File: src/rtl/d24.sv
// Registered select-to-one-hot decoder with one-cycle latency, synchronous active-low reset.
// Optional per-line saturating hit counters are enabled by defining D24_HIT_CNT_EN.
module d24 #(
    parameter int unsigned IN_W        = 2,
    parameter bit          OUT_ACT_LOW = 1'b0
) (
    input  logic                     clk,
    input  logic                     rst_n,
    input  logic [IN_W-1:0]          a,
    input  logic                     e,
`ifdef D24_HIT_CNT_EN
    input  logic [IN_W-1:0]          cnt_sel,
    output logic [7:0]               cnt_out,
`endif
    output logic [(1<<IN_W)-1:0]     y,
    output logic                     valid
);

    localparam int unsigned OUT_W = 1 << IN_W;
    localparam logic [OUT_W-1:0] IDLE = {OUT_W{OUT_ACT_LOW}};

    logic [OUT_W-1:0] onehot;
    logic [OUT_W-1:0] y_d, y_q;
    logic             valid_d, valid_q;

    // NOTE: combinational next-state uses blocking '=' with a default first
    // (no latches); the flops below use non-blocking '<=' only.
    always_comb begin
        onehot = '0;
        if (e) begin
            onehot[a] = 1'b1;
        end
        y_d     = onehot ^ IDLE;
        valid_d = e;
    end

    always_ff @(posedge clk) begin
        if (!rst_n) begin
            y_q     <= IDLE;
            valid_q <= 1'b0;
        end else begin
            y_q     <= y_d;
            valid_q <= valid_d;
        end
    end

    assign y     = y_q;
    assign valid = valid_q;

`ifdef D24_HIT_CNT_EN
    logic [7:0] cnt_d [OUT_W];
    logic [7:0] cnt_q [OUT_W];
    logic [7:0] cnt_out_d, cnt_out_q;

    always_comb begin
        cnt_d = cnt_q;
        if (e && (cnt_q[a] != 8'hFF)) begin
            cnt_d[a] = cnt_q[a] + 8'd1;
        end
        cnt_out_d = cnt_q[cnt_sel];
    end

    // NOTE: this small counter array is cleared on reset, so it maps to flops
    // rather than a RAM macro; a large memory would normally be left unreset.
    always_ff @(posedge clk) begin
        if (!rst_n) begin
            for (int i = 0; i < OUT_W; i++) begin
                cnt_q[i] <= '0;
            end
            cnt_out_q <= '0;
        end else begin
            cnt_q     <= cnt_d;
            cnt_out_q <= cnt_out_d;
        end
    end

    assign cnt_out = cnt_out_q;
`endif

endmodule

File: config.mk
export PLATFORM = sky130hd
export DESIGN_NAME = d24
export DESIGN_NICKNAME = d
export VERILOG_FILES = /design/src/rtl/d24.sv
export SDC_FILE = /design/constraint.sdc
export NUM_CORES = 1
export LEC_CHECK = 0
export ABC_AREA = 0
export CELL_PAD_IN_SITES_DETAIL_PLACEMENT = 1
export CELL_PAD_IN_SITES_GLOBAL_PLACEMENT = 2
export CORE_AREA = 8 8 45 47
export DETAILED_ROUTE_END_ITERATION = 10
export DIE_AREA = 0 0 53 55
export HOLD_SLACK_MARGIN = 0.15
export PLACE_DENSITY = 0.52
export SLEW_MARGIN = 10
export SYNTH_ARGS = -nofsm -noshare
export SYNTH_HDL_FRONTEND = slang
export SYNTH_SLANG_ARGS = --single-unit
File: constraint.sdc
create_clock -name clk -period 0.8 [get_ports clk]
set_input_delay 0.16 -clock clk [delete_from_list [all_inputs] [get_ports clk]]
set_output_delay 0.16 -clock clk [all_outputs]
set_load 0.01 [all_outputs]
==> run summary <==
pre-CTS setup slack - -202.7 ps
Final GP Congestion - 0.6117
Inserted Diodes - 0
worst-path maximum fanout - 1
row count - 14
Crit-path slowest cell - dfxtp_2
failing checks - negative setup slack
Routed Antenna Nets - 0
Via density - 3.256
syn nets - 15
period utilisation layout - 102.2%
post-synthesis cell area - 147.6 um^2
core area - 0.001384 mm^2
crit path time final - 817.4 ps
share of layout cells above drive strength 1 - 39.13%
die footprint - 0.002915 mm^2
CP Buf/Inv Count - 1
sequential area share after synthesis - 67.80%
total leakage power - 0.0001241 uW
PortBufs - 9
worst hold path type - primary input to flop
area of the multi-input gates - 47.55 um^2
endpoints failing hold - 0
fill count - 172
critical path class - flop to output pin
Starting Density - 10.67%
Critical Path Sink Type - output pin
Routed WL - 358 um
TritonRoute pass-1 iters - 1
Die Y - 55 um
Final setup viols - 5
largest net degree at the start of global routing - 6
Max-cap violations - 0
Hold Slack - 569.6 ps
GRT Util Overall - 3.009%
Residual DRC - 0
Data arrival, critical path - 660 ps
min setup slack post-route - -17.45 ps
Avg WL per Cell - 9.179 um
CTS Root Cell - clkbuf_4
Storage cell area - 101.3 um^2
CP Launch Type - flop
setup bufs post-CTS - 0
vias in the first global route - 143
Yosys warning total - 0
mean post-synth cell area - 14.76 um^2
Slew Limit Headroom - 92.06%
Post-CTS Resized - 20
CTS max path bufs - 2
fmax - 1223 MHz
number of buffers created by CTS - 3
RSZ-0062 raised after global routing - yes
Final nets - 29
peak supply drop - 0.4937 mV
Cells after Synth - 10
data required time of the worst path - 640 ps
Hold Buf Count CTS - 0
die width - 53 um
Yosys cell types - 5
CTS sink cnt - 5
Max Slew Vio Count - 0
area delta synth->final - 80.51%
critical-path cell list - buf_6
#FFs+latches synth - 5
post-layout util - 19.26%
Reg clk slew, reported paths - 40 ps
via count - 127
first-pass GRT wire length - 531 um
Iter 0 DRT Violations - 0
PwrDens - 2224 mW/mm^2
Worst path top cell family by delay - flip-flops
io pins - 10
CTS tree - done
initial antenna violation count - 0
GRT overflow - 0
status - finished, violations left
Tightest Pin Transition - 118.7 ps
CP max stage delay - 310 ps
H-tree levels - 1
## sequential cells by signal (all words and copies together) (netlist names)
signal,cells
y,4
valid,1
## cell usage in the layout (no fill, tap or decap), drive strengths merged
master	Yosys	layout
and4b	2	2
and4	1	1
and4bb	1	1
clkbuf	0	4
dfxtp	5	5
and2	1	1
clkdlybuf4s50	0	4
buf	0	5
## synth_stat cells
cell,number,share of area (%)
dfxtp_1,5,68
and4b_1,2,14
and2_1,1,4.2
and4_1,1,5.9
and4bb_1,1,8.5
## cell type report
type                    count  share of cell area [%]
flip-flops and latches      5                   38.03
well taps                  16                   7.512
clock buffers               4                   9.859
repair buffers              9                   26.76
multi-input cells           5                   17.84
## layer usage
metal / part of all wire (%) / routed length, um / track usage, % / vias to the layer above
met3: 30 / 107 / 4.813 / 0
li1: - / - / - / 64
met4: 0 / 0 / 3.879 / 0
met2: 31 / 112 / 2.734 / 10
met1: 39 / 138 / 2.134 / 53
met5: 0 / 0 / 0 / -
## path summary, 6_finish.rpt
kind	start	slack, ps	endpoint	cells past startpoint
max	valid	-20	valid	1
min	e	570	valid	2
## stage by stage
| step | cell area [um^2] | total power (uW) | instances | TNS [ps] |
|---|---|---|---|---|
| floorplan | 147.6 | 276.4 | 10 | 0 |
| finish | 266.5 | 592.8 | 39 | -62.64 |
| CTS | 259.0 | 610.3 | 39 | -159.5 |
| global route | 266.5 | 632.9 | 39 | -254.4 |
| detailed placement | 257.7 | 318.8 | 35 | -1726 |
| global placement | 257.7 | 317.4 | 35 | -1642 |
## logic make-up (layout without fill, tap and decap cells)
kind of cell / after synthesis / after routing / synth area share [%]
flops: 5 / 5 / 67.80
buf+inv: 0 / 13 / 0
simple gates: 5 / 5 / 32.21
## power by group
group,internal [uW],switching [uW]
Clock,188,95.1
Sequential,259,2.39
Combinational,31.7,16.8
Note: power is estimated with default switching activity, not from simulation.
